<file path="config.mk">
export PLATFORM = sky130hd
export DESIGN_NAME = ddr_rx_crc5
export DESIGN_NICKNAME = d
export VERILOG_FILES = /design/src/rtl/ddr_rx_crc5.sv
export SDC_FILE = /design/constraint.sdc
export NUM_CORES = 1
export LEC_CHECK = 0
export CAP_MARGIN = 20
export CORE_MARGIN = 1.5
export CORE_UTILIZATION = 55
export CTS_CLUSTER_SIZE = 30
export DETAILED_ROUTE_END_ITERATION = 12
export GPL_ROUTABILITY_DRIVEN = 0
export PLACE_DENSITY = 0.78
export SYNTH_ARGS = -nofsm -noshare
export SYNTH_HDL_FRONTEND = slang
export SYNTH_SLANG_ARGS = --single-unit
</file>
<file path="constraint.sdc">
create_clock -name i_sys_clk -period 4.7 [get_ports i_sys_clk]
set_input_delay 1.175 -clock i_sys_clk [delete_from_list [all_inputs] [get_ports i_sys_clk]]
set_output_delay 1.175 -clock i_sys_clk [all_outputs]
set_load 0.1 [all_outputs]
</file>
<file path="src/rtl/ddr_rx_crc5.sv">
// HDR-DDR read-path CRC-5: buffers received bytes and runs a bit-serial CRC per frame.
// Optional received-CRC comparison is enabled with `define DDR_RX_CRC5_CHECK_EN.
module ddr_rx_crc5 #(
  parameter logic [4:0] POLY      = 5'b00101,
  parameter logic [4:0] SEED      = 5'b11111,
  parameter int         BUF_DEPTH = 2
) (
  input  logic       i_sys_clk,
  input  logic       i_sys_rst,
  input  logic       i_rx_crc_en,
  input  logic [7:0] i_rx_crc_data,
  input  logic       i_rx_crc_data_valid,
  input  logic       i_rx_crc_last,
  output logic [4:0] o_crc_value,
  output logic       o_crc_valid,
  output logic       o_crc_busy,
  output logic       o_crc_overflow,
`ifdef DDR_RX_CRC5_CHECK_EN
  input  logic [4:0] i_rx_crc_rcvd,
  input  logic       i_rx_crc_rcvd_valid,
  output logic       o_crc_error,
`endif
  output logic [1:0] o_dbg_state
);

  localparam int AW = $clog2(BUF_DEPTH);
  localparam int CW = AW + 1;

  typedef enum logic [1:0] {IDLE, LOAD, SHIFT, DONE} state_t;

  state_t          state, state_nxt;
  logic [8:0]      buf_mem [BUF_DEPTH];
  logic [AW-1:0]   wr_ptr, rd_ptr;
  logic [CW-1:0]   count;
  logic [7:0]      shreg;
  logic [2:0]      bit_cnt;
  logic            last_q;
  logic [4:0]      crc, crc_step;
  logic            frame_open;
  logic            buf_empty, buf_full, push_req, push, pop, drop, fb;

  // Handshake: a byte is offered when en and valid are both high in a cycle; it is
  // accepted if the buffer has room or an entry leaves in that same cycle.
  always_comb begin
    buf_empty = (count == '0);
    buf_full  = (count == CW'(BUF_DEPTH));
    pop       = (state == LOAD);
    push_req  = i_rx_crc_en & i_rx_crc_data_valid;
    push      = push_req & (~buf_full | pop);
    drop      = push_req & buf_full & ~pop;
    fb        = crc[4] ^ shreg[7];
    crc_step  = {crc[3:0], 1'b0} ^ (fb ? POLY : 5'b00000);
  end

  always_comb begin
    state_nxt = state;
    case (state)
      IDLE:  if (!buf_empty) state_nxt = LOAD;
      LOAD:  state_nxt = SHIFT;
      SHIFT: begin
        if (bit_cnt == 3'd7) begin
          if (last_q)          state_nxt = DONE;
          else if (!buf_empty) state_nxt = LOAD;
          else                 state_nxt = IDLE;
        end
      end
      DONE:  state_nxt = buf_empty ? IDLE : LOAD;
      default: state_nxt = IDLE;
    endcase
  end

  always_ff @(posedge i_sys_clk) begin
    if (push) buf_mem[wr_ptr] <= {i_rx_crc_last, i_rx_crc_data};
  end

  always_ff @(posedge i_sys_clk) begin
    if (i_sys_rst) begin
      state          <= IDLE;
      wr_ptr         <= '0;
      rd_ptr         <= '0;
      count          <= '0;
      shreg          <= '0;
      bit_cnt        <= '0;
      last_q         <= 1'b0;
      crc            <= SEED;
      frame_open     <= 1'b0;
      o_crc_value    <= '0;
      o_crc_valid    <= 1'b0;
      o_crc_overflow <= 1'b0;
    end else if (!i_rx_crc_en) begin
      // Abort: drop everything in flight but keep the last reported CRC.
      state          <= IDLE;
      wr_ptr         <= '0;
      rd_ptr         <= '0;
      count          <= '0;
      crc            <= SEED;
      frame_open     <= 1'b0;
      o_crc_valid    <= 1'b0;
      o_crc_overflow <= 1'b0;
    end else begin
      state       <= state_nxt;
      o_crc_valid <= 1'b0;
      if (push) wr_ptr <= wr_ptr + 1'b1;
      if (pop)  rd_ptr <= rd_ptr + 1'b1;
      count <= count + CW'(push) - CW'(pop);
      if (drop) o_crc_overflow <= 1'b1;
      case (state)
        LOAD: begin
          {last_q, shreg} <= buf_mem[rd_ptr];
          bit_cnt         <= '0;
          if (!frame_open) begin
            crc        <= SEED;
            frame_open <= 1'b1;
          end
        end
        SHIFT: begin
          crc     <= crc_step;
          shreg   <= {shreg[6:0], 1'b0};
          bit_cnt <= bit_cnt + 3'd1;
          // Result and pulse land together so the DONE cycle presents a coherent value.
          if (bit_cnt == 3'd7 && last_q) begin
            o_crc_value <= crc_step;
            o_crc_valid <= 1'b1;
          end
        end
        DONE: frame_open <= 1'b0;
        default: ;
      endcase
    end
  end

  assign o_crc_busy  = ~buf_empty | (state != IDLE);
  assign o_dbg_state = state;

`ifdef DDR_RX_CRC5_CHECK_EN
  logic       rcvd_pend, done_pend, have_rcvd, have_done;
  logic [4:0] rcvd_q, rcvd_cmp;

  // Compare once both the computed and the received CRC of a frame are known.
  always_comb begin
    have_rcvd = rcvd_pend | i_rx_crc_rcvd_valid;
    have_done = done_pend | o_crc_valid;
    rcvd_cmp  = i_rx_crc_rcvd_valid ? i_rx_crc_rcvd : rcvd_q;
  end

  always_ff @(posedge i_sys_clk) begin
    if (i_sys_rst || !i_rx_crc_en) begin
      rcvd_pend   <= 1'b0;
      done_pend   <= 1'b0;
      rcvd_q      <= '0;
      o_crc_error <= 1'b0;
    end else begin
      o_crc_error <= 1'b0;
      if (have_rcvd && have_done) begin
        o_crc_error <= (rcvd_cmp != o_crc_value);
        rcvd_pend   <= 1'b0;
        done_pend   <= 1'b0;
      end else begin
        if (i_rx_crc_rcvd_valid) begin
          rcvd_pend <= 1'b1;
          rcvd_q    <= i_rx_crc_rcvd;
        end
        if (o_crc_valid) done_pend <= 1'b1;
      end
    end
  end
`endif

endmodule

</file>
Word-level counts from Yosys, hierarchy flattened
Memory sizes are Yosys's and may differ from the RTL's. A register that Yosys moved wholly into a read port is not among the register bits.
Index checks and enable logic that the tools add are counted.
- flip-flop bits (word level): 31
- latch bits: 0
- RAM bits: 18
- ROM bits: 0
- output and inout bits: 10
- memories: 1
- memory list (name ; words ; bits a word ; rd ports ; clocked after memory_dff ; wr ports ; RTL line ; text):
    buf_mem ; 2 ; 9 ; 1 ; 1 ; 1 ; 32 ; logic [8:0] buf_mem [BUF_DEPTH];
- add/subtract/negate cells: 5
- multipliers: 0
- div/mod/pow operators: 0
- magnitude comparators: 0
- eq/ne operators: 8
- shift-type cells: 0
- multiplexer cells: 16
- bitwise gates (word level): 13
- reduce and logical (&&, ||, !) cells: 13
- operators with widths (operator ; count):
    $pmux 8 s2 ; 1
    $pmux 5 s2 ; 1
    $pmux 2 s4 ; 1
    $reduce_and 2->1 ; 4
    $eq 2x2->1 const B ; 3
    $mux 1 ; 6
    $mux 2 ; 3
    $ne 2x2->1 const B ; 3
    $pmux 3 s2 ; 1
    $reduce_bool 2->1 ; 3
    $mux 5 ; 1
    $not 1->1 ; 5
    $xor 5x3->5 ; 1
    $and 1x1->1 ; 4
    $logic_not 2->1 ; 2
    $add 3x1->3 const B ; 1
    $eq 3x3->1 const B ; 1
    $mux 3 ; 1
    $reduce_and 3->1 ; 1
    $reduce_or 3->1 ; 1
    $add 1x1->1 const B ; 2
    $add 2x1->2 ; 1
    $eq 2x1->1 const B ; 1
    $or 1x1->1 ; 2
    5 further kinds ; 5

Longest topological paths before layout
Gate-level depths: netlist of run 1.
- depth in word-level cells: 6
- depth in mapped cells: 11

Worst setup path before layout of run 1
Ideal clock, no wire load.
- path kind: flip-flop to output port
- from: register state[0] (netlist: o_dbg_state[0])
- to: output port o_crc_busy
- data arrival time: 1.832 ns
- path slack: 1.693 ns
- cell stages (with the launch flop): 5
- path buffers: 1
- cell sequence: dfxtp_1 inv_1 ha_1 or3b_1 buf_6
- longest elaborated chain between the ends: 2
- RTL lines (element ; RTL line ; text):
    start: declaration ; 31 ; state_t state, state_nxt;
    start signal: assignment ; 101 ; state <= state_nxt;
    $reduce_bool 2->1 ; 132 ; assign o_crc_busy = ~buf_empty | (state != IDLE);
    $or 1x1->1 ; 132 ;
    end: declaration ; 16 ; output logic o_crc_busy,
Every way passes these cells.

Worst setup path after layout of run 1
- from: register state[1] (netlist: o_dbg_state[1])
- to: output port o_crc_busy
Same word-level chain as after synthesis.

==> results of run 1 <==
[area by class of cell]
type	instances	area share
repair buffers	22	0.0908
inverters	6	0.00929
multi-input cells	125	0.352
well taps	48	0.0248
clock inverters	3	0.00774
clock buffers	5	0.0284
flip-flops and latches	50	0.487
[cells by family (layout without fill, tap and decap cells)]
logic type      after synthesis  after routing  share of synthesized area
compound gates               41             41                      0.122
simple gates                 57             57                      0.134
mux                          14             14                     0.0703
fa+ha+maj                     9              9                     0.0532
buf+inv                      16             36                     0.0390
flops                        50             50                      0.558
xor+xnor                      4              4                     0.0236
[placed cells by master (no fill, tap or decap), drive strengths merged, types with 5 or more instances in the layout]
cell type,count
inv,7
a21oi,19
edfxtp,18
clkbuf,5
ha,9
clkdlybuf4s50,22
nand2b,9
mux2,7
o211ai,7
o21ai,7
nor2,17
mux2i,7
dfxtp,32
nand2,15
[state kept, by name, summed over array words and instances (netlist names), named ones only]
name and count:
frame_open 1, o_crc_value 5, rd_ptr 1, count 2
bit_cnt 3, o_crc_valid 1, o_crc_overflow 1, wr_ptr 1
buf_mem 18, shreg 8, o_dbg_state 2, crc 5
last_q 1
[power groups by stage]
stage / Combinational [mW] / Sequential, mW / Clock [mW]
after floorplan: 0.0369 / 0.472 / 0
after global routing: 0.0618 / 0.462 / 0.265
after detailed placement: 0.0564 / 0.471 / 0
after CTS: 0.0569 / 0.461 / 0.249
after global placement: 0.0543 / 0.470 / 0
final: 0.0565 / 0.461 / 0.245
[critical path: cells and delay by family, from the launching register on]
family / cells / cell delay, ps
buf+inv: 2 / 1290
simple gates: 1 / 250
flops: 1 / 440
fa+ha+maj: 1 / 190
[worst max path at each step]
stage                        start    endpoint  slack, ps  depth (start not counted)
floorplan           o_dbg_state[0]  o_crc_busy       1690                          4
global placement    o_dbg_state[0]  o_crc_busy       1480                          4
detailed placement  o_dbg_state[0]  o_crc_busy       1380                          4
CTS                 o_dbg_state[0]  o_crc_busy       1050                          4
global route        o_dbg_state[0]  o_crc_busy        910                          4
finish              o_dbg_state[1]  o_crc_busy       1050                          4
[routing by layer]
layer,up-vias,share of wire,wire (µm),GRT usage
met5,-,0,0,0
met4,0,0.013,46,0.0703
met3,6,0.034,119,0.0382
met2,25,0.53,1870,0.336
met1,664,0.42,1500,0.219
li1,708,-,-,-
==> summary.txt, run 1 <==
Critical path
  – Worst r2r path cells: 10
  – CP Class: reg -> out
  – Startpoint types: register
  – Slowest cell delay on critical path: between 1000 and 1500 ps
  – Critical-path top delay cell: clkdlybuf4s50_1
  – R2R Path Start: o_dbg_state[1]
  – CP endpoint kind: output port
  – Data arrival time of the worst path: 2480 ps
  – Reg2reg end: count[1]
  – CP required: 3520 ps
  – Critical path fanouts, max: 6
  – Reg2reg setup slack: 2300 ps
  – CP Cell Sequence: inv_1 -> ha_1 -> or3b_1 -> clkdlybuf4s50_1

Synth
  – Top-count cell post-synth: dfxtp_1
  – Post-synth EDFFs: 18
  – Ys async rst share: 0
  – Most frequent cells after synthesis: 32 x dfxtp_1, 19 x a21oi_1, 18 x edfxtp_1
  – Post-Synthesis Cells: about 190
  – Post-synth top area cell: dfxtp_1
  – Distinct cells, synth: 37
  – Post-Syn Area: between 0.002 and 0.0025 mm²
  – Main area contributors after synthesis: dfxtp_1 30%, edfxtp_1 26%, ha_1 5.3%, a21oi_1 4.5%, mux2_2 3.7%
  – Ys flop type: dfxtp_1
  – Syn. warnings: 0
  – Post-synth net total: roughly 210
  – Post-synth top area share: 0.303
  – Number of synthesized register bits: 50
  – Syn_area_per_cell: 11.1 µm²
  – Sequential area share after synthesis: 0.558

Global route
  – First-pass GRT wire length: 6070 µm
  – Initial antenna violation count: 0
  – Largest net degree at the start of global routing: 25
  – Vias in the first global route: about 1300
  – Total Routing Usage GR: 0.187
  – Gr ovfl total: 0

Timing
  – Slew @ Worst Pin: roughly 1000 ps
  – Final WS setup: 1050 ps
  – Final worst path period share: 0.777
  – Final hold viol count: 0
  – Rel. slew slack: 0.343
  – Fin Setup TNS: 0 ps
  – Unrepaired setup endpoints after global routing: no
  – Max-slew violations: 0
  – Tmin final: 3650 ps
  – Maximum operating frequency: around 270 MHz
  – Endpoints failing setup: 0
  – Minimum hold slack: 453 ps
  – Post-Route Skew: 7.08 ps

Layout
  – Register area: 0.00118 mm²
  – Non-filler cells in the finished layout: roughly 260
  – Design area: ~0.0024 mm²
  – Share of cells above drive strength 1: 0.0995
  – Fillers: 314
  – Final Util: 0.657
  – Area growth, synth to finish: 14.5%
  – Ant diodes: 0
  – Layout net count: 232
  – Multi-input gate area: 853 µm²

Power
  – P_sw: 178 µW
  – Power after layout: 762 µW
  – Reg power frac: 0.604
  – Combinational fraction of design power: 0.074
  – Switching share of power: 0.234
  – VDD IR max: 0.207 mV
  – Internal power: slightly below 600 µW
  – Leak: approximately 0.89 nW
  – Clk pwr share: 0.322
  – Power Density: 314 mW/mm²

Clock network
  – Sink Count: 50
  – Clock Root Buffer: clkbuf_8
  – H-tree levels: 2
  – Post-CTS sizing: 0
  – Max Buffers Root-to-Sink: 2
  – Clock transition at the registers of the reported paths: about 90 ps
  – TritonCTS clock tree: yes
  – Post-CTS Setup Repair Bufs: 0
  – CTS buffer count: 5
  – Clk_lat worst skew: 300 ps
  – # hold bufs at CTS: 0

Worst hold path
  – Hold WC Path Type: reg -> reg
  – Hold_sp: shreg[5]
  – Hold depth: 2
  – Hold Path End: shreg[5]

Floorplanning
  – Die H: about 65 µm
  – Placeable Area: 0.00369 mm²
  – IO Count: 23
  – Die X: 65.0 µm
  – Die Area: between 0.004 and 0.005 mm²
  – Initial Utilization: 0.574
  – Site Rows: 22

Drt
  – DR iter-0 viols: 63
  – Via Count: roughly 1400
  – Vias per Instance: 5.42
  – DRT antenna net count: 0
  – Post-DR wirelength/cell: 13.7 µm
  – Pre-antenna DRT Iters: 4
  – Final wirelength: 3540 µm
  – # DRC: 0

Run
  – Max-Cap Viols: 0

Placed design
  – Worst slack, placed: approximately 1400 ps
  – Dpl hpwl: between 2000 and 3000 µm
  – Area after DPL: 0.00234 mm²
  – Placed Cells: around 250
  – Port Buffers: 22

Outcome
  – Outcome: completed
Note: power is estimated with default switching activity, not from simulation.
==> run 2: changes to the inputs <==
==> constraint.sdc (replaced) <==
create_clock -name i_sys_clk -period 3.5 [get_ports i_sys_clk]
set_input_delay 0.875 -clock i_sys_clk [delete_from_list [all_inputs] [get_ports i_sys_clk]]
set_output_delay 0.875 -clock i_sys_clk [all_outputs]
set_load 0.1 [all_outputs]
==> run 2 against run 1 <==
  * Clock-buffer cell count unchanged
  * Critical endpoint is now count[1]
  * Non-clock buffer count is 1 higher
  * Via count grew 0.29%
  * Clock skew is 4.8 ps lower
  * Sequential cell count unchanged
  * Sequential power up 34%
==> summary.txt, run 2 (same netlist as run 1, synthesis figures left out) <==
Layout
  – Layout net count: 233
  – Largest register by flop count: buf_mem
  – Design area: 0.00240 mm²
  – Area growth, synth to finish: 13.6%
  – Ant diodes: 0
  – Share of cells above drive strength 1: 0.146
  – Most frequent cells in the layout: 32 x dfxtp_1, 19 x a21oi_1, 18 x edfxtp_1
  – Commonest non-fill, non-tap cell in the layout: dfxtp_1
  – Final Util: 0.652
  – Biggest regs: buf_mem (18), shreg (8)
  – Largest register FFs: 18
  – Fillers: 317

Drt
  – # DRC: 0
  – Post-DR wirelength/cell: 13.5 µm
  – DR iter-0 viols: 59
  – Vias per Instance: 5.41
  – Via Count: 1407
  – Pre-antenna DRT Iters: 4
  – DRT antenna net count: 0
  – Final wirelength: about 3500 µm

Clock network
  – Post-CTS Setup Repair Bufs: 0
  – # hold bufs at CTS: 0
  – Post-CTS sizing: 0
  – H-tree levels: 2
  – Clk_lat worst skew: ~300 ps
  – TritonCTS clock tree: yes
  – Max Buffers Root-to-Sink: 2
  – Clock transition at the registers of the reported paths: 80 ps
  – Clock Root Buffer: clkbuf_8
  – CTS buffer count: 5
  – Sink Count: 50

Worst hold path
  – Hold depth: 2
  – Hold WC Path Type: reg -> reg
  – Hold Path End: shreg[0]
  – Hold_sp: shreg[0]

Power
  – P_sw: 231 µW
  – Leak: 0.907 nW
  – Clk pwr share: 0.313
  – Reg power frac: 0.612
  – Internal power: 779 µW
  – Power Density: 420 mW/mm²
  – Switching share of power: 0.229
  – VDD IR max: 0.276 mV
  – Combinational fraction of design power: 0.075

Timing
  – Unrepaired setup endpoints after global routing: no
  – Endpoints failing setup: 0
  – Max-slew violations: 0
  – Minimum hold slack: 449 ps
  – Slew @ Worst Pin: 762 ps
  – Tmin final: approximately 2600 ps
  – Fin Setup TNS: 0 ps
  – Maximum operating frequency: slightly below 400 MHz
  – Final hold viol count: 0
  – Final WS setup: between 900 and 1000 ps
  – Final worst path period share: 0.739
  – Post-Route Skew: 2.29 ps
  – Rel. slew slack: 0.492

Global route
  – Initial antenna violation count: 0
  – Vias in the first global route: 1375
  – First-pass GRT wire length: roughly 6000 µm
  – Total Routing Usage GR: 0.186
  – Largest net degree at the start of global routing: 25
  – Gr ovfl total: 0

Run
  – Max-Cap Viols: 0

Placed design
  – Worst slack, placed: 604 ps
  – Area after DPL: 0.00232 mm²
  – Port Buffers: 22
  – Dpl hpwl: 2560 µm

Floorplanning
  – Site Rows: 22
  – IO Count: 23
  – Placeable Area: 0.00369 mm²
  – Die Area: 0.00423 mm²
  – Initial Utilization: 0.574
  – Die X: about 65 µm
  – Die H: 65.0 µm

Critical path
  – Reg2reg setup slack: 1100 ps
  – Reg2reg end: count[1]
  – Data arrival time of the worst path: 2810 ps
  – Startpoint types: input pin
  – Critical path fanouts, max: 8
  – Worst r2r path cells: 10
  – CP endpoint kind: register
  – CP Class: in -> reg
  – CP required: 3730 ps
  – R2R Path Start: o_dbg_state[1]

Outcome
  – Outcome: completed
==> run 2: cell types whose count changed in the layout (fill, tap and decap cells not counted), sizes merged <==
cell / before / now
clkinvlp: 0 / 1
buf: 0 / 11
clkdlybuf4s50: 22 / 12
inv: 7 / 6
==> run 2: worst max-delay path, stage by stage <==
cell and delay (ps):
clkdlybuf4s50_1 620, nand2_1 110, or2_2 300, ha_1 280
inv_1 40, ha_1 180, xor2_1 150, and2_1 150
nor3_1 110
==> run 2: how the worst max path moves through the flow <==
stage	endpoint	cells past startpoint	start
2_1_floorplan	count[1]	11	o_dbg_state[1]
3_3_place_gp	count[1]	9	i_rx_crc_en
3_5_place_dp	count[1]	9	i_rx_crc_en
4_1_cts	count[1]	9	i_rx_crc_en
5_1_grt	count[1]	9	i_rx_crc_en
6_report	count[1]	9	i_rx_crc_en
==> run 2: per-stage QoR <==
stage,std cells,power (mW)
6_report,260,1.01
5_1_grt,260,1.05
2_1_floorplan,191,0.684
4_1_cts,260,1.02
3_3_place_gp,252,0.703
3_5_place_dp,252,0.707
==> run 2: metal layers <==
| metal | track usage | vias up | part of all wire |
|---|---|---|---|
| li1 | - | 710 | - |
| met1 | 0.217 | 670 | 0.44 |
| met2 | 0.330 | 23 | 0.52 |
| met3 | 0.0469 | 4 | 0.034 |
| met4 | 0.0703 | 0 | 0.0071 |
| met5 | 0 | - | 0 |
==> run 2: final cells by class <==
class / instances / area [µm²] / area share
clock inverters: 3 / 16.3 / 0.00676
inverters: 6 / 22.5 / 0.00937
clock buffers: 5 / 68.8 / 0.0286
flip-flops and latches: 50 / 1180 / 0.491
multi-input cells: 125 / 853 / 0.355
well taps: 48 / 60.1 / 0.0250
repair buffers: 23 / 203 / 0.0843
==> run 2: power by group through the flow <==
stage	clock network (mW)	registers, mW	logic (mW)
floorplan	0	0.634	0.0496
global placement	0	0.631	0.0722
detailed placement	0	0.632	0.0754
CTS	0.322	0.619	0.0759
global route	0.352	0.620	0.0826
finish	0.316	0.618	0.0757
